## config.mk

```make
export PLATFORM = sky130hd
export DESIGN_NAME = audio_sfifo
export DESIGN_NICKNAME = d
export VERILOG_FILES = /design/src/rtl/audio_sfifo.sv
export SDC_FILE = /design/constraint.sdc
export NUM_CORES = 1
export LEC_CHECK = 0
export CELL_PAD_IN_SITES_DETAIL_PLACEMENT = 0
export CELL_PAD_IN_SITES_GLOBAL_PLACEMENT = 1
export CORE_MARGIN = 2
export CORE_UTILIZATION = 52
export DETAILED_ROUTE_END_ITERATION = 8
export HOLD_SLACK_MARGIN = 0.03
export PLACE_DENSITY = 0.86
export SYNTH_ARGS = -nofsm -noshare
export SYNTH_HDL_FRONTEND = slang
export SYNTH_SLANG_ARGS = --single-unit
```

## constraint.sdc

```tcl
create_clock -name i_clk -period 4.66 [get_ports i_clk]
set_input_delay 0.699 -clock i_clk [delete_from_list [all_inputs] [get_ports i_clk]]
set_output_delay 0.699 -clock i_clk [all_outputs]
set_load 0.02 [all_outputs]
```

## src/rtl/audio_sfifo.sv

```systemverilog
// audio_sfifo: synchronous first-word-fall-through sample FIFO for interleaved
// multi-channel audio. A dual-port RAM feeds a registered output stage, and a
// fill counter drives the full/empty and programmable threshold flags.
module audio_sfifo #(
  parameter int BW       = 24,
  parameter int LGFLEN   = 5,
  parameter int NCH      = 2,
  parameter int AF_LEVEL = (1 << LGFLEN) - 4,
  parameter int AE_LEVEL = 4,
  localparam int CHW     = (NCH > 1) ? $clog2(NCH) : 1
) (
  input  logic              i_clk,
  input  logic              i_rst,
  input  logic              i_flush,
  input  logic              i_wr,
  input  logic [BW-1:0]     i_data,
  input  logic              i_rd,
  output logic [BW-1:0]     o_data,
  output logic              o_valid,
  output logic [LGFLEN:0]   o_fill,
  output logic              o_full,
  output logic              o_empty,
  output logic              o_afull,
  output logic              o_aempty,
  output logic              o_ovf,
  output logic              o_udf,
  output logic [CHW-1:0]    o_wr_ch,
  output logic [CHW-1:0]    o_rd_ch
);

  localparam int DEPTH = 1 << LGFLEN;
  localparam logic [LGFLEN:0] FILL_MAX = (LGFLEN+1)'(DEPTH);
  localparam logic [LGFLEN:0] AF_LVL   = (LGFLEN+1)'(AF_LEVEL);
  localparam logic [LGFLEN:0] AE_LVL   = (LGFLEN+1)'(AE_LEVEL);
  localparam logic [CHW-1:0]  CH_LAST  = CHW'(NCH - 1);

  logic [BW-1:0]   mem [DEPTH];

  logic [LGFLEN:0] wr_ptr_q, wr_ptr_d;
  logic [LGFLEN:0] rd_ptr_q, rd_ptr_d;
  logic [LGFLEN:0] fill_q, fill_d;
  logic [BW-1:0]   data_q, data_d;
  logic            valid_q, valid_d;
  logic            ovf_q, ovf_d;
  logic            udf_q, udf_d;
  logic [CHW-1:0]  wr_ch_q, wr_ch_d;
  logic [CHW-1:0]  rd_ch_q, rd_ch_d;

  logic            full, wr_acc, pop_acc, ram_has_data, load;

  // Channel index advance with wrap at the last interleaved channel.
  function automatic logic [CHW-1:0] next_ch(input logic [CHW-1:0] ch);
    next_ch = (ch == CH_LAST) ? '0 : ch + CHW'(1);
  endfunction

  // Handshake decode: flush blocks both ports; prefetch refills the output stage.
  always_comb begin
    full         = (fill_q == FILL_MAX);
    wr_acc       = i_wr && !full && !i_flush;
    pop_acc      = i_rd && valid_q && !i_flush;
    ram_has_data = (wr_ptr_q != rd_ptr_q);
    load         = (!valid_q || pop_acc) && ram_has_data && !i_flush;
  end

  // Next-state computation for pointers, fill level, output stage and flags.
  always_comb begin
    wr_ptr_d = wr_ptr_q;
    rd_ptr_d = rd_ptr_q;
    fill_d   = fill_q;
    data_d   = data_q;
    valid_d  = valid_q;
    ovf_d    = ovf_q;
    udf_d    = udf_q;
    wr_ch_d  = wr_ch_q;
    rd_ch_d  = rd_ch_q;
    if (i_flush) begin
      wr_ptr_d = '0;
      rd_ptr_d = '0;
      fill_d   = '0;
      valid_d  = 1'b0;
      ovf_d    = 1'b0;
      udf_d    = 1'b0;
      wr_ch_d  = '0;
      rd_ch_d  = '0;
    end else begin
      if (wr_acc) begin
        wr_ptr_d = wr_ptr_q + (LGFLEN+1)'(1);
        wr_ch_d  = next_ch(wr_ch_q);
      end
      if (pop_acc) begin
        rd_ch_d = next_ch(rd_ch_q);
      end
      if (load) begin
        data_d   = mem[rd_ptr_q[LGFLEN-1:0]];
        rd_ptr_d = rd_ptr_q + (LGFLEN+1)'(1);
        valid_d  = 1'b1;
      end else if (pop_acc) begin
        valid_d  = 1'b0;
      end
      if (wr_acc && !pop_acc) begin
        fill_d = fill_q + (LGFLEN+1)'(1);
      end else if (pop_acc && !wr_acc) begin
        fill_d = fill_q - (LGFLEN+1)'(1);
      end
      if (i_wr && full) begin
        ovf_d = 1'b1;
      end
      if (i_rd && !valid_q) begin
        udf_d = 1'b1;
      end
    end
  end

  // Sample storage: write port only, contents are not reset.
  always_ff @(posedge i_clk) begin
    if (wr_acc) begin
      mem[wr_ptr_q[LGFLEN-1:0]] <= i_data;
    end
  end

  // State registers with asynchronous reset.
  always_ff @(posedge i_clk or posedge i_rst) begin
    if (i_rst) begin
      wr_ptr_q <= '0;
      rd_ptr_q <= '0;
      fill_q   <= '0;
      data_q   <= '0;
      valid_q  <= 1'b0;
      ovf_q    <= 1'b0;
      udf_q    <= 1'b0;
      wr_ch_q  <= '0;
      rd_ch_q  <= '0;
    end else begin
      wr_ptr_q <= wr_ptr_d;
      rd_ptr_q <= rd_ptr_d;
      fill_q   <= fill_d;
      data_q   <= data_d;
      valid_q  <= valid_d;
      ovf_q    <= ovf_d;
      udf_q    <= udf_d;
      wr_ch_q  <= wr_ch_d;
      rd_ch_q  <= rd_ch_d;
    end
  end

  // Status outputs decode from registered state only.
  always_comb begin
    o_data   = data_q;
    o_valid  = valid_q;
    o_fill   = fill_q;
    o_full   = (fill_q == FILL_MAX);
    o_empty  = (fill_q == '0);
    o_afull  = (fill_q >= AF_LVL);
    o_aempty = (fill_q <= AE_LVL);
    o_ovf    = ovf_q;
    o_udf    = udf_q;
    o_wr_ch  = wr_ch_q;
    o_rd_ch  = rd_ch_q;
  end

endmodule

```

==> results of run 1 <==
==> power by group through the flow <==
stage,registers [mW],clock network (mW),logic (mW)
finish,8.46,6.35,3.16
global route,8.49,6.72,3.37
global placement,8.62,0,3.11
CTS,8.47,6.44,3.18
detailed placement,8.62,0,3.16
floorplan,8.60,0,2.17
==> synthesized netlist by cell type (all sizes together) <==
cell type / number / area [um2]
dfrtp: 47 / 1180
or2b: 1 / 7.51
nor2: 62 / 233
o21bai: 2 / 15.0
o21a: 2 / 15.0
mux4: 73 / 1640
inv: 11 / 41.3
buf: 56 / 333
mux2i: 241 / 2410
nor2b: 25 / 156
or3: 4 / 25.0
or3b: 2 / 17.5
nand2: 40 / 150
a31o: 1 / 8.76
a21oi: 8 / 40.0
ha: 9 / 113
a211oi: 26 / 200
xnor2: 13 / 133
o211ai: 25 / 188
nand3b: 4 / 30.0
edfxtp: 768 / 23100
a2111oi: 1 / 8.76
o21ai: 9 / 45.0
xor2: 7 / 61.3
fa: 1 / 20.0
clkbuf: 33 / 124
nand4: 3 / 18.8
nor4: 3 / 25.0
a31oi: 1 / 6.26
o2111ai: 1 / 8.76
nand3: 26 / 130
nor3: 5 / 25.0
nor4b: 2 / 17.5
nor3b: 1 / 7.51
or2: 1 / 6.26
o41ai: 24 / 210
nand2b: 4 / 25.0
and3: 2 / 12.5
and2: 1 / 7.51
a21o: 2 / 15.0
a22oi: 119 / 893
o22ai: 1 / 6.26
==> stage by stage <==
stage	cell area, um2	setup slack (ns)	util [%]	std cells	hold slack (ns)
2_1_floorplan	31700	1.88	-	1667	0.525
3_3_place_gp	33500	1.45	55.6	2489	0.461
3_5_place_dp	33500	1.37	55.6	2489	0.471
4_1_cts	36100	1.52	59.9	2632	0.491
5_1_grt	36100	1.35	59.9	2632	0.514
6_report	36100	1.56	59.9	2632	0.487
==> per-layer routing <==
metal / global-route usage [%] / wire length, um / vias up
met5: 0 / 0 / -
met4: 5.65 / 1120 / 0
met3: 3.53 / 5070 / 82
met2: 35.0 / 33200 / 637
met1: 30.4 / 27600 / 8304
li1: - / - / 6996
==> sequential cells by signal, summed over array words and instances, names as in the netlist <==
| signal | cells |
|---|---|
| wr_ptr_q | 6 |
| o_ovf | 1 |
| o_udf | 1 |
| o_wr_ch | 1 |
| o_fill | 6 |
| o_data | 24 |
| o_rd_ch | 1 |
| rd_ptr_q | 6 |
| o_valid | 1 |
| mem | 768 |
==> worst max-delay path, stage by stage (launching register included) <==
cell and delay, ns:
sky130_fd_sc_hd__dfrtp_4 0.93, sky130_fd_sc_hd__buf_12 0.40, sky130_fd_sc_hd__mux4_2 0.58, sky130_fd_sc_hd__nor2b_1 0.15, sky130_fd_sc_hd__a211oi_1 0.65, sky130_fd_sc_hd__o41ai_1 0.17
==> kinds of logic after synthesis <==
logic type / count (synthesis) / share of synthesized area [%]
muxes: 314 / 12.8
DFF: 815 / 76.5
xor gates and xnor gates: 20 / 0.612
adders and majority gates: 10 / 0.419
and+or+nand+nor: 186 / 2.82
AOI/OAI and AO/OA: 222 / 5.24
buffers and inverters: 100 / 1.57
==> layout make-up <==
class                      instances  share of cell area [%]
sequential                       815                    67.2
multi-input combinational        752                    19.6
clock buffer                      92                    5.67
timing repair buffer             129                    3.29
tap                              782                    2.71
clock inverter                    51                    1.49
inverter                          11                   0.114
==> how the worst min path moves through the flow <==
stage                             from  cells past startpoint  slack, ns                 endpoint
6_report         o_data[8]$_DFFE_PP0P_                      2       0.49    o_data[8]$_DFFE_PP0P_
5_1_grt          o_data[8]$_DFFE_PP0P_                      2       0.51    o_data[8]$_DFFE_PP0P_
4_1_cts          o_data[8]$_DFFE_PP0P_                      2       0.49    o_data[8]$_DFFE_PP0P_
3_5_place_dp     o_data[6]$_DFFE_PP0P_                      2       0.47    o_data[6]$_DFFE_PP0P_
3_3_place_gp     o_data[8]$_DFFE_PP0P_                      2       0.46    o_data[8]$_DFFE_PP0P_
2_1_floorplan  rd_ptr_q[5]$_DFFE_PP0P_                      2       0.52  rd_ptr_q[5]$_DFFE_PP0P_
==> results.sh, run 1 <==
export IMPL_reg2reg_setup_slack_ns=1.56
export IMPL_startpoint_type="register"
export IMPL_p_per_area_mw_per_mm2=498
export IMPL_place_detailed_hpwl_um=40000
export IMPL_cts_root_buffer_cell="sky130_fd_sc_hd__clkbuf_16"
export IMPL_mappedNetlistNets=1706
export IMPL_rows=90
export IMPL_setup_worst_path_end_class="register"
export IMPL_crit_reg2reg_capture="o_data[16]$_DFFE_PP0P_"
export IMPL_worst_slew_pin_slew_ns=1.33
export IMPL_port_buffers=67
export IMPL_core_area_mm2=0.0602
export IMPL_fmax_mhz=323
export IMPL_part_of_the_power_in_combinational_logic_pct=17.6
export IMPL_grt_max_degree=98
export IMPL_multi_input_logic_area_mm2=0.00707
export IMPL_synthesis_yosys_warnings=0
export IMPL_layout_commonest_cell="sky130_fd_sc_hd__edfxtp_1"
export IMPL_cts_hold_buffers_added=0
export IMPL_worstSetupEndpoint="o_data[16]$_DFFE_PP0P_"
export IMPL_mappedNetlistArea_mm2=0.0317
export IMPL_totalPowerFinal_mw=18.0
export IMPL_critPathRequiredTime_ns=5.11
export IMPL_tritoncts_num_buffers=77
export IMPL_layout_filler_cells=4099
export IMPL_drv_max_cap_violation_count=0
export IMPL_switching_share_pct=25.6
export IMPL_routedWlPerCell_um=25.4
export IMPL_avgViaCountPerCell=6.09
export IMPL_yosysSeqAreaShare_pct=76.5
export IMPL_clock_tree_from_tritoncts="done"
export IMPL_reg2regPathDepth=5
export IMPL_grtUsageTotal_pct=21.4
export IMPL_min_delay_path_class="reg2reg"
export IMPL_cts_buffer_depth=3
export IMPL_clock_pin_slew_worst_setup_and_hold_paths_ns=0.06
export IMPL_post_synth_inst_count=1667
export IMPL_layout_area_seq_mm2=0.0242
export IMPL_most_used_cells_in_the_layout_excluding_fill_and_tap_cells="sky130_fd_sc_hd__edfxtp_1, sky130_fd_sc_hd__mux2i_1, sky130_fd_sc_hd__a22oi_1"
export IMPL_drtPass1Iterations=8
export IMPL_clkLatencyLatePin_ns=0.62
export IMPL_worst_setup_path_type="reg2reg"
export IMPL_setup_tns_ns=0
export IMPL_layout_nets=1825
export IMPL_sequentialPowerShare_pct=47.1
export IMPL_area_delta_synth_final_pct=14.0
export IMPL_grt_setup_unrepaired="no"
export IMPL_gp_routability_congestion=0.824
export IMPL_critical_path_reg2reg_startpoint="rd_ptr_q[0]$_DFFE_PP0P_"
export IMPL_die_area_mm2=0.0629
export IMPL_timing_final_crit_share_pct=66.5
export IMPL_post_cts_buffers=0
export IMPL_status="finished clean"
export IMPL_report_final_slew_viol_count=0
export IMPL_floorplan_io_pins=68
export IMPL_final_period_minus_worst_setup_slack_ns=3.10
export IMPL_irDropWorstVdd_mv=0.402
export IMPL_routed_wirelength_um=66900
export IMPL_crit_start="rd_ptr_q[0]$_DFFE_PP0P_"
export IMPL_globalRouteOverflowTotal=0
export IMPL_via_count=16000
export IMPL_p_int_mw=13.4
export IMPL_route_detailed_drc=0
export IMPL_finalSetupViolCount=0
export IMPL_net_switching_power_mw=4.61
export IMPL_worst_path_max_fanout=44
export IMPL_antenna_found_initial=0
export IMPL_clock_power_share_pct=35.3
export IMPL_first_iter_violations=1698
export IMPL_timing_slew_headroom_pct=11.3
export IMPL_cts_repair_resized=0
export IMPL_antenna_violating_nets_remaining=0
export IMPL_first_pass_grt_wire_length_um=100000
export IMPL_worstPathArrival_ns=3.55
export IMPL_initial_core_util_pct=52.6
export IMPL_clock_tree_htree_level_count=3
export IMPL_first_global_vias=16000
export IMPL_netlist_cell_types=50
export IMPL_report_final_hold_viol_count=0
export IMPL_die_y_um=251
export IMPL_post_route_cells_drive_above_1_share_pct=16.6
export IMPL_fp_dieW_um=251
export IMPL_avgSynthCellArea_um2=19.0
export IMPL_cts_num_sinks=815
export IMPL_finClkSkew_ns=0.0171
export IMPL_postSynthRegisterBits=815
export IMPL_leakage_nw=11.2
export IMPL_antenna_diode_count=0
No activity file was read; power rests on OpenSTA's default activity.
==> run 2: changes to the inputs <==
clock period = 2.92 ns   (was 4.66 ns; I/O delays follow)
==> run 2 against run 1 <==
Net effect:
- die area stayed put
- highest routed layer unchanged
- register-to-register slack worse by 1.2 ns
- clock power is 61% higher
==> results.sh, run 2 (synthesis gave the netlist of run 1 again) <==
export IMPL_fp_dieW_um=251
export IMPL_flip_flop_count_of_the_largest_register_after_layout=768
export IMPL_cts_repair_resized=0
export IMPL_floorplan_io_pins=68
export IMPL_first_global_vias=16900
export IMPL_fmax_mhz=360
export IMPL_die_area_mm2=0.0629
export IMPL_worstPathCellList="or3_1, nor4_1, clkdlybuf4s50_1"
export IMPL_drv_max_cap_violation_count=0
export IMPL_worst_slew_pin_slew_ns=1.28
export IMPL_routed_wirelength_um=69800
export IMPL_gp_routability_congestion=0.778
export IMPL_post_cts_buffers=0
export IMPL_rows=90
export IMPL_globalRouteOverflowTotal=0
export IMPL_critical_path_buf_inv_count=1
export IMPL_design_area_mm2=0.0368
export IMPL_post_route_cells_drive_above_1_share_pct=17.7
export IMPL_irDropWorstVdd_mv=0.664
export IMPL_critPathRequiredTime_ns=2.48
export IMPL_setup_tns_ns=0
export IMPL_clkLatencyLatePin_ns=0.63
export IMPL_multi_input_logic_area_mm2=0.00707
export IMPL_report_final_hold_viol_count=0
export IMPL_final_period_minus_worst_setup_slack_ns=2.78
export IMPL_area_delta_synth_final_pct=16.2
export IMPL_worst_path_max_fanout=8
export IMPL_layout_nets=1860
export IMPL_clock_tree_from_tritoncts="done"
export IMPL_grt_setup_unrepaired="no"
export IMPL_antenna_found_initial=1
export IMPL_clock_tree_htree_level_count=3
export IMPL_final_core_util_pct=61.1
export IMPL_most_used_cells_in_the_layout_excluding_fill_and_tap_cells="sky130_fd_sc_hd__edfxtp_1, sky130_fd_sc_hd__mux2i_1, sky130_fd_sc_hd__a22oi_1"
export IMPL_clock_pin_slew_worst_setup_and_hold_paths_ns=0.07
export IMPL_drtPass1Iterations=6
export IMPL_route_detailed_drc=0
export IMPL_first_pass_grt_wire_length_um=105000
export IMPL_finClkSkew_ns=0.0370
export IMPL_via_count=16400
export IMPL_leakage_nw=11.5
export IMPL_setup_worst_path_end_class="primary output"
export IMPL_cts_num_sinks=815
export IMPL_core_area_mm2=0.0602
export IMPL_antenna_violating_nets_remaining=0
export IMPL_grt_max_degree=65
export IMPL_first_iter_violations=1667
export IMPL_min_delay_path_class="in2async"
export IMPL_layout_area_seq_mm2=0.0242
export IMPL_startpoint_type="register"
export IMPL_avgViaCountPerCell=6.18
export IMPL_port_buffers=67
export IMPL_cts_root_buffer_cell="sky130_fd_sc_hd__clkbuf_16"
export IMPL_cts_buffer_depth=3
export IMPL_routedWlPerCell_um=26.2
export IMPL_timing_slew_headroom_pct=14.3
export IMPL_p_per_area_mw_per_mm2=788
export IMPL_report_final_slew_viol_count=0
export IMPL_postPlaceCellArea_mm2=0.0342
export IMPL_layout_filler_cells=4050
export IMPL_cpPeakStageDelay_ns=0.65
export IMPL_layout_commonest_cell="sky130_fd_sc_hd__edfxtp_1"
export IMPL_timing_final_crit_share_pct=95.1
export IMPL_die_y_um=251
export IMPL_worst_setup_path_type="reg2out"
export IMPL_status="finished clean"
export IMPL_place_detailed_hpwl_um=40400
export IMPL_worstPathArrival_ns=2.34
export IMPL_cts_hold_buffers_added=0
export IMPL_crit_slowest_cell="sky130_fd_sc_hd__clkdlybuf4s50_1"
export IMPL_tritoncts_num_buffers=77
export IMPL_initial_core_util_pct=52.6
export IMPL_grtUsageTotal_pct=22.5
export IMPL_finalSetupViolCount=0
export IMPL_timing_critical_path_max_delay_family="buffers and inverters"
-- run 2: final timing paths --
path	from	slack [ns]	depth (start not counted)	endpoint
worst max-delay path	o_fill[0]$_DFFE_PP0P_	0.14	3	o_empty
worst min-delay path	i_rst	0.32	2	o_data[13]$_DFFE_PP0P_
worst max register to register	rd_ptr_q[0]$_DFFE_PP0P_	0.32	6	o_data[15]$_DFFE_PP0P_
worst min register to register	o_data[0]$_DFFE_PP0P_	0.49	2	o_data[0]$_DFFE_PP0P_
max in group asynchronous	i_rst	1.91	3	o_data[18]$_DFFE_PP0P_
min in group i_clk	o_data[0]$_DFFE_PP0P_	0.49	2	o_data[0]$_DFFE_PP0P_
-- run 2: area by class of cell --
type	instances	area share [%]
antenna	1	0.00680
clock buffer	95	5.59
clock inverter	41	1.44
inverter	11	0.112
multi-input combinational	752	19.2
sequential	815	65.9
tap	782	2.66
timing repair buffer	164	5.09
-- run 2: per-stage QoR --
step | instances | hold WS (ns) | setup WS [ns] | power (mW)
finish | 2661 | 0.318 | 0.142 | 29.0
global route | 2660 | 0.378 | 0.0211 | 29.9
CTS | 2660 | 0.336 | 0.0801 | 29.2
detailed placement | 2524 | 0.477 | 0.146 | 19.0
global placement | 2524 | 0.469 | 0.136 | 18.9
floorplan | 1667 | 0.525 | 0.165 | 17.2
-- run 2: report_power, final --
group | switching, mW | total (mW) | internal [mW]
registers | 0.290 | 13.4 | 13.1
clock network | 4.16 | 10.2 | 6.07
logic | 2.94 | 5.39 | 2.45
total | 7.38 | 29.0 | 21.6
-- run 2: per-layer routing --
metal / vias up / share of wire (%) / GRT usage (%)
met5: - / 0 / 0
met4: 0 / 2.3 / 7.60
met3: 116 / 7.0 / 3.47
met2: 697 / 50 / 37.5
met1: 8540 / 40 / 30.8
li1: 7079 / - / -
